`config.mk`:
```
export PLATFORM = sky130hd
export DESIGN_NAME = wb_regfile
export DESIGN_NICKNAME = d
export VERILOG_FILES = /design/src/rtl/wb_regfile.sv
export SDC_FILE = /design/constraint.sdc
export NUM_CORES = 1
export LEC_CHECK = 0
export ABC_AREA = 0
export CAP_MARGIN = 20
export CORE_UTILIZATION = 60
export DETAILED_ROUTE_END_ITERATION = 8
export PLACE_DENSITY = 0.77
export SYNTH_ARGS = -nofsm -noshare
export SYNTH_HDL_FRONTEND = slang
export SYNTH_SLANG_ARGS = --single-unit
export TNS_END_PERCENT = 30
```
`constraint.sdc`:
```
create_clock -name clk -period 4.66 [get_ports clk]
set_clock_uncertainty 0.2 [all_clocks]
set_input_delay 0.466 -clock clk [delete_from_list [all_inputs] [get_ports clk]]
set_output_delay 0.466 -clock clk [all_outputs]
set_load 0.01 [all_outputs]
```
`src/rtl/wb_regfile.sv`:
```
// rtl/wb_regfile.sv - integer register file fed by the WB stage, two registered read ports, post-reset clear
// Optional feature macro: RF_BYPASS_EN (same-edge write-first read of the index being written).

module wb_regfile #(
  parameter int DATA_W         = 32,
  parameter int ADDR_W         = 5,
  parameter int CLEAR_ON_RESET = 1
) (
  input  logic              clk,
  input  logic              reset,
  input  logic              regwrite_WB,
  input  logic [ADDR_W-1:0] rd_WB,
  input  logic [DATA_W-1:0] rd_data_WB,
  input  logic              rd_en,
  input  logic [ADDR_W-1:0] rs1_addr,
  input  logic [ADDR_W-1:0] rs2_addr,
  output logic [DATA_W-1:0] rs1_data,
  output logic [DATA_W-1:0] rs2_data,
  output logic              init_busy
);

  localparam int unsigned      NUM_REGS = 1 << ADDR_W;
  localparam logic [ADDR_W-1:0] LAST_IDX = '1;

  typedef enum logic {
    CLEAR,
    READY
  } state_t;

  state_t            state;
  logic [ADDR_W-1:0] clr_ptr;
  logic [DATA_W-1:0] mem [0:NUM_REGS-1];

  // x0 reads as zero no matter what is stored or being written to it.
  function automatic logic [DATA_W-1:0] read_port(input logic [ADDR_W-1:0] addr);
    if (addr == '0) begin
      return '0;
    end
`ifdef RF_BYPASS_EN
    if (regwrite_WB && (rd_WB == addr)) begin
      return rd_data_WB;
    end
`endif
    return mem[addr];
  endfunction

  always_ff @(posedge clk) begin
    if (reset) begin
      state     <= (CLEAR_ON_RESET != 0) ? CLEAR : READY;
      clr_ptr   <= ADDR_W'(1);
      init_busy <= (CLEAR_ON_RESET != 0);
      rs1_data  <= '0;
      rs2_data  <= '0;
    end else if (state == CLEAR) begin
      if (clr_ptr == LAST_IDX) begin
        state     <= READY;
        init_busy <= 1'b0;
      end else begin
        clr_ptr <= clr_ptr + ADDR_W'(1);
      end
    end else if (rd_en) begin
      rs1_data <= read_port(rs1_addr);
      rs2_data <= read_port(rs2_addr);
    end
  end

  // Storage has no reset; the clear sequencer zeroes it one entry per cycle.
  always_ff @(posedge clk) begin
    if (!reset) begin
      if (state == CLEAR) begin
        mem[clr_ptr] <= '0;
      end else if (regwrite_WB && (rd_WB != '0)) begin
        mem[rd_WB] <= rd_data_WB;
      end
    end
  end

endmodule
```
==> results of run 1 <==
path summary, 6_finish.rpt:
kind                     from          end  slack (ns)  depth (start not counted)
setup / recovery        state  mem[22][10]        0.87                          5
hold / removal    rs1_addr[2]  rs1_data[8]        0.14                          3
setup reg to reg        state  mem[22][10]        0.87                          5
hold reg to reg     init_busy    init_busy        0.27                          1
state kept, by name (all words and copies together), names as in the netlist:
| signal | count |
|---|---|
| init_busy | 1 |
| rs2_data | 32 |
| state | 1 |
| clr_ptr | 5 |
| mem | 1024 |
| rs1_data | 32 |
logic make-up (layout without fill, tap and decap cells):
kind of cell	after synthesis	count (layout)	synth area share (%)
muxes	800	800	23.6
buffers and inverters	263	477	2.37
and+or+nand+nor	404	404	3.85
DFF	1095	1095	63.0
adders and majority gates	2	2	0.0490
other	0	2	0
AOI/OAI and AO/OA	537	537	7.07
xor gates and xnor gates	3	3	0.0515
worst register-to-register path: stages, from the launching register on:
cell,delay (ns)
dfxtp_1,0.77
nand3b_1,0.31
a21oi_4,0.57
a41oi_1,0.58
nor2_4,0.68
buf_4,0.38
per-layer routing:
metal	wire length, µm	up-vias	GRT usage [%]
li1	-	13100	-
met1	55100	16600	48.8
met2	71300	2564	55.5
met3	19800	457	8.27
met4	7840	2	17.6
met5	13	-	0
cell usage in the layout, fill, tap and decap left out, types with 6 or more instances in the layout:
cell type	count
nor2b_1	33
nor2_4	34
mux2i_1	442
mux4_2	320
o22ai_1	96
clkbuf_16	116
clkinv_1	11
o21ai_0	64
dfxtp_1	71
and3_1	7
nor2_1	62
mux2_2	38
o2bb2ai_1	32
a221o_1	6
edfxtp_1	1024
clkbuf_1	19
nor4_1	37
a211oi_1	90
clkdlybuf4s50_1	105
clkinv_2	29
bufinv_16	17
a21oi_1	115
buf_12	26
a22oi_1	27
a22o_1	28
nand3_1	28
nand2_1	103
o221a_2	6
o211ai_1	26
clkbuf_8	12
and2_1	33
buf_4	109
a2111oi_0	30
inv_1	11
nor3_1	37
metrics by stage:
step	hold WS (ns)	setup WS (ns)	cell area (µm²)	util, %
detailed placement	0.243	0.770	54100	64.4
global placement	0.240	0.778	54100	64.4
finish	0.136	0.869	58200	69.3
floorplan	0.297	0.884	51100	-
CTS	0.0871	0.987	58000	69.0
global route	0.119	0.762	58200	69.3
area by class of cell:
class                      count  area [µm²]  area share, %
tap                         1134        1420           2.44
inverter                      11        41.3         0.0709
multi-input combinational   1746       18000           30.9
sequential                  1095       32200           55.3
timing repair buffer         256        2700           4.63
clock buffer                 143        3040           5.22
antenna                        2        5.00        0.00860
clock inverter                67         828           1.42
power by group through the flow:
stage	Combinational [mW]	Sequential, mW	Clock (mW)
3_3_place_gp	1.36	10.9	0
3_5_place_dp	1.38	11.0	0
4_1_cts	1.39	10.7	9.38
2_1_floorplan	0.920	10.9	0
6_report	1.41	10.8	9.39
5_1_grt	1.46	10.8	9.74
==> impl_metrics.env, run 1 <==
export IMPL_maxSlewViolCount=0
export IMPL_drt_antenna_violating_nets=0
export IMPL_p_int_mw=16.8
export IMPL_cts_tree="done"
export IMPL_relSlewSlack_pct=25.0
export IMPL_grt_max_degree=105
export IMPL_ios=116
export IMPL_cp_top_family="compound AO/OA/AOI/OAI gates"
export IMPL_cp_end_kind="register"
export IMPL_dr_pass1_iters=6
export IMPL_critPathArrivalTime_ns=3.97
export IMPL_finalHoldViolCount=0
export IMPL_layout_drive_gt1_share_pct=22.5
export IMPL_syn_area_mm2=0.0511
export IMPL_path_cells="nand3b_1 -> a21oi_4 -> a41oi_1 -> nor2_4 -> buf_4"
export IMPL_crit_type="reg -> reg"
export IMPL_netSwitchingPower_mw=4.74
export IMPL_drt_wirelength_per_cell_um=34.6
export IMPL_track_usage_pct=36.0
export IMPL_hpwl_um=89200
export IMPL_fmax_mhz=264
export IMPL_ctsHoldBuffers=0
export IMPL_nets=3273
export IMPL_vias=32600
export IMPL_synth_nets=3157
export IMPL_clk_path_buf_depth=3
export IMPL_grt_pass1_wl_um=222000
export IMPL_synth_edf_count=1024
export IMPL_row_count=106
export IMPL_cts_buffers=110
export IMPL_cp_num_buf_inv=1
export IMPL_power_frac_seq_pct=49.9
export IMPL_sw_frac_of_total_pct=22.0
export IMPL_cts_sinks=1095
export IMPL_clkLatencyLatePin_ns=0.69
export IMPL_worst_path_max_delay_cell="dfxtp_1"
export IMPL_drv_cap=0
export IMPL_first_global_vias=33100
export IMPL_vias_per_cell=7.33
export IMPL_crit_path_max_fanout=30
export IMPL_period_share_pct=81.4
export IMPL_synthCells=3104
export IMPL_peakVddDrop_uv=352
export IMPL_area_growth_syn_to_layout_pct=14.0
export IMPL_hp_class="in -> reg"
export IMPL_chipHeight_um=294
export IMPL_synth_most_common_cell="edfxtp_1"
export IMPL_yosysTopAreaCellShare_pct=60.2
export IMPL_die_area_mm2=0.0863
export IMPL_fp_coreArea_mm2=0.0840
export IMPL_seq_area_frac_synth_pct=63.0
export IMPL_die_w_um=294
export IMPL_worstMarginPinSlew_ns=1.11
export IMPL_synthFlopType="edfxtp_1"
export IMPL_start_util_pct=60.8
export IMPL_tns_ns=0
export IMPL_yosys_top_cells_area="edfxtp_1 (60%), mux4_2 (14%), mux2i_1 (8.7%)"
export IMPL_antenna_found_initial=2
export IMPL_clockRootBuffer="clkbuf_16"
export IMPL_finalWeightedCongestion=0.901
export IMPL_totalWireLength_um=154000
export IMPL_combPwrFrac_pct=6.6
export IMPL_period_needed_ns=3.79
export IMPL_avgSynthCellArea_um2=16.5
export IMPL_status="finished clean"
export IMPL_pwr_share_clk_pct=43.6
export IMPL_fillers=5329
export IMPL_layout_cells_non_filler=4454
export IMPL_yosysWarnings=0
export IMPL_synth_seq_cells=1095
export IMPL_yosys_area_top_type="edfxtp_1"
export IMPL_drtIter0Drc=4578
export IMPL_max_stage_delay_ns=0.77
export IMPL_synthTopCellsByCount="edfxtp_1 (1024), mux2i_1 (442), mux4_2 (320), clkbuf_1 (121), a21oi_1 (117)"
export IMPL_post_cts_buffers=0
export IMPL_io_buffers=115
export IMPL_leakage_nw=18.0
export IMPL_cts_max_level=3
export IMPL_gr_total_overflow=0
export IMPL_synth_cell_types=48
export IMPL_path_clk_slew_ns=0.06
export IMPL_required_ns=4.84
export IMPL_cts_resized=0
export IMPL_power_mw=21.6
export IMPL_ys_async_sr_fraction_pct=0
export IMPL_place_inst=4232
export IMPL_rsz0062_at_grt="no"
export IMPL_critPathLaunchType="register"
export IMPL_power_density_mw_per_mm2=370
export IMPL_setup_violations=0
export IMPL_drc_errors=0
Power figures use the tool's default switching activity.
==> run 2: changes to the inputs <==
--- a/config.mk
+++ b/config.mk
@@ -7,9 +7,9 @@
 export LEC_CHECK = 0
 export ABC_AREA = 0
 export CAP_MARGIN = 20
-export CORE_UTILIZATION = 60
+export CORE_UTILIZATION = 56
 export DETAILED_ROUTE_END_ITERATION = 8
-export PLACE_DENSITY = 0.77
+export PLACE_DENSITY = 0.76
 export SYNTH_ARGS = -nofsm -noshare
 export SYNTH_HDL_FRONTEND = slang
 export SYNTH_SLANG_ARGS = --single-unit
==> constraint.sdc (replaced) <==
create_clock -name clk -period 3.1 [get_ports clk]
set_clock_uncertainty 0.2 [all_clocks]
set_input_delay 0.31 -clock clk [delete_from_list [all_inputs] [get_ports clk]]
set_output_delay 0.31 -clock clk [all_outputs]
set_load 0.01 [all_outputs]
==> impl_metrics.env, run 2 (same netlist as run 1, synthesis figures left out) <==
export IMPL_status="finished with violations"
export IMPL_violations="negative setup slack"
export IMPL_dr_pass1_iters=6
export IMPL_period_share_pct=100
export IMPL_period_needed_ns=3.11
export IMPL_clk_path_buf_depth=3
export IMPL_drt_antenna_violating_nets=0
export IMPL_reg_largest_list="mem (1024), rs1_data (32), rs2_data (32)"
export IMPL_worstMarginPinSlew_ns=1.13
export IMPL_vias=33500
export IMPL_hpwl_um=107000
export IMPL_rsz0062_at_grt="no"
export IMPL_hp_class="in -> reg"
export IMPL_critPathLaunchType="input port"
export IMPL_pwr_share_clk_pct=43.2
export IMPL_track_usage_pct=35.4
export IMPL_power_frac_seq_pct=49.5
export IMPL_ios=116
export IMPL_cp_num_buf_inv=4
export IMPL_vias_per_cell=7.27
export IMPL_grt_pass1_wl_um=236000
export IMPL_critPathArrivalTime_ns=3.51
export IMPL_io_buffers=115
export IMPL_area_growth_syn_to_layout_pct=17.3
export IMPL_finalHoldViolCount=0
export IMPL_combPwrFrac_pct=7.3
export IMPL_fillers=5869
export IMPL_post_route_util_pct=66.5
export IMPL_layout_common_cells="edfxtp_1 (1024), mux2i_1 (442), mux4_2 (320)"
export IMPL_setup_violations=1
export IMPL_p_int_mw=25.3
export IMPL_place_area_mm2=0.0560
export IMPL_drt_wirelength_per_cell_um=35.4
export IMPL_post_cts_buffers=0
export IMPL_netSwitchingPower_mw=7.37
export IMPL_sw_frac_of_total_pct=22.6
export IMPL_path_cells="dlygate4sd3_1 -> buf_4 -> nor2b_1 -> nand2b_2 -> buf_4 -> o22ai_1 -> a2111oi_0 -> buf_4 -> a211oi_1"
export IMPL_clockRootBuffer="clkbuf_16"
export IMPL_start_util_pct=56.6
export IMPL_cp_top_family="buffers and inverters"
export IMPL_cts_tree="done"
export IMPL_regArea_mm2=0.0322
export IMPL_antenna_found_initial=8
export IMPL_max_stage_delay_ns=0.94
export IMPL_fmax_mhz=321
export IMPL_grt_max_degree=65
export IMPL_die_area_mm2=0.0924
export IMPL_final_common_cell="edfxtp_1"
export IMPL_clkLatencyLatePin_ns=0.73
export IMPL_setup_ws_ns=-0.0148
export IMPL_row_count=110
export IMPL_drtIter0Drc=4902
export IMPL_maxSlewViolCount=0
export IMPL_peakVddDrop_uv=491
export IMPL_path_clk_slew_ns=0.06
export IMPL_cts_buffers=110
export IMPL_largest_reg_flops=1024
export IMPL_multi_input_area_mm2=0.0180
export IMPL_chipHeight_um=304
export IMPL_drv_cap=0
export IMPL_required_ns=3.49
export IMPL_crit_type="in -> reg"
export IMPL_power_density_mw_per_mm2=545
export IMPL_totalWireLength_um=163000
export IMPL_fp_coreArea_mm2=0.0901
export IMPL_drc_errors=0
export IMPL_die_w_um=304
export IMPL_cts_max_level=3
export IMPL_crit_path_frequent_cell="buf_4"
export IMPL_worst_path_max_delay_cell="a2111oi_0"
export IMPL_gr_total_overflow=0
export IMPL_layout_drive_gt1_share_pct=25.1
export IMPL_finalWeightedCongestion=0.938
export IMPL_top_register="mem"
export IMPL_first_global_vias=34000
export IMPL_cp_end_kind="register"
export IMPL_cts_sinks=1095
export IMPL_relSlewSlack_pct=24.7
export IMPL_crit_path_max_fanout=36
export IMPL_nets=3395
export IMPL_final_area_mm2=0.0599
export IMPL_leakage_nw=18.7
run 2: changes by cell type in the layout (fill, tap and decap cells not counted), moves of 3 or more:
cell,before,now
clkinv_1,11,16
clkinvlp_4,3,11
clkbuf_16,116,112
buf_16,4,1
clkbuf_8,12,3
buf_4,109,166
dlygate4sd3_1,0,3
clkinv_2,29,21
buf_12,26,95
run 2: stage by stage:
step / hold slack [ns] / power, mW / setup TNS [ns] / std cells / setup slack [ns]
2_1_floorplan: 0.297 / 17.8 / -307.19 / 3104 / -0.491
3_3_place_gp: 0.244 / 18.7 / -40.10 / 4399 / -0.170
3_5_place_dp: 0.259 / 18.8 / -47.97 / 4399 / -0.176
4_1_cts: 0.0852 / 32.6 / 0 / 4609 / 0.0806
5_1_grt: 0.122 / 33.3 / 0 / 4613 / 0.0170
6_report: 0.127 / 32.7 / -0.0148 / 4614 / -0.0148
run 2: timing repair:
item,CTS,global route
hold buffers,3,0
endpoints found under the hold margin,16,0
gates resized for setup,0,0
run 2: power groups by stage:
stage / clock network [mW] / registers (mW) / logic (mW)
global route: 14.7 / 16.2 / 2.44
CTS: 14.2 / 16.2 / 2.33
finish: 14.1 / 16.2 / 2.38
detailed placement: 0 / 16.5 / 2.31
floorplan: 0 / 16.4 / 1.39
global placement: 0 / 16.5 / 2.27
run 2: worst paths after layout:
check	startpoint	endpoint	slack [ns]	depth (start not counted)
setup / recovery	rs1_addr[2]	rs1_data[26]	-0.01	9
hold / removal	rs1_addr[3]	rs1_data[11]	0.13	5
setup reg to reg	state	mem[3][2]	0.27	5
hold reg to reg	init_busy	init_busy	0.27	1
run 2: metal layers:
layer / up-vias / part of all wire (%) / track usage (%)
met2: 2782 / 47 / 55.3
met5: - / 0.024 / 0
met3: 528 / 13 / 8.36
met4: 6 / 6.3 / 19.6
met1: 16900 / 35 / 46.1
li1: 13300 / - / -
run 2: worst register-to-register path, cell delays in order (launching register included):
cell	delay (ns)
dfxtp_1	0.34
nand3b_1	0.17
a21oi_4	0.36
buf_4	0.21
buf_4	0.29
and2_1	0.86
run 2: layout make-up:
cell class              instances  area share (%)
inverters                      11          0.0689
clock inverters                75            1.59
multi-input cells            1746            30.1
diodes                          1         0.00418
repair buffers                378            7.27
clock buffers                 132            4.85
flip-flops and latches       1095            53.7
well taps                    1176            2.46
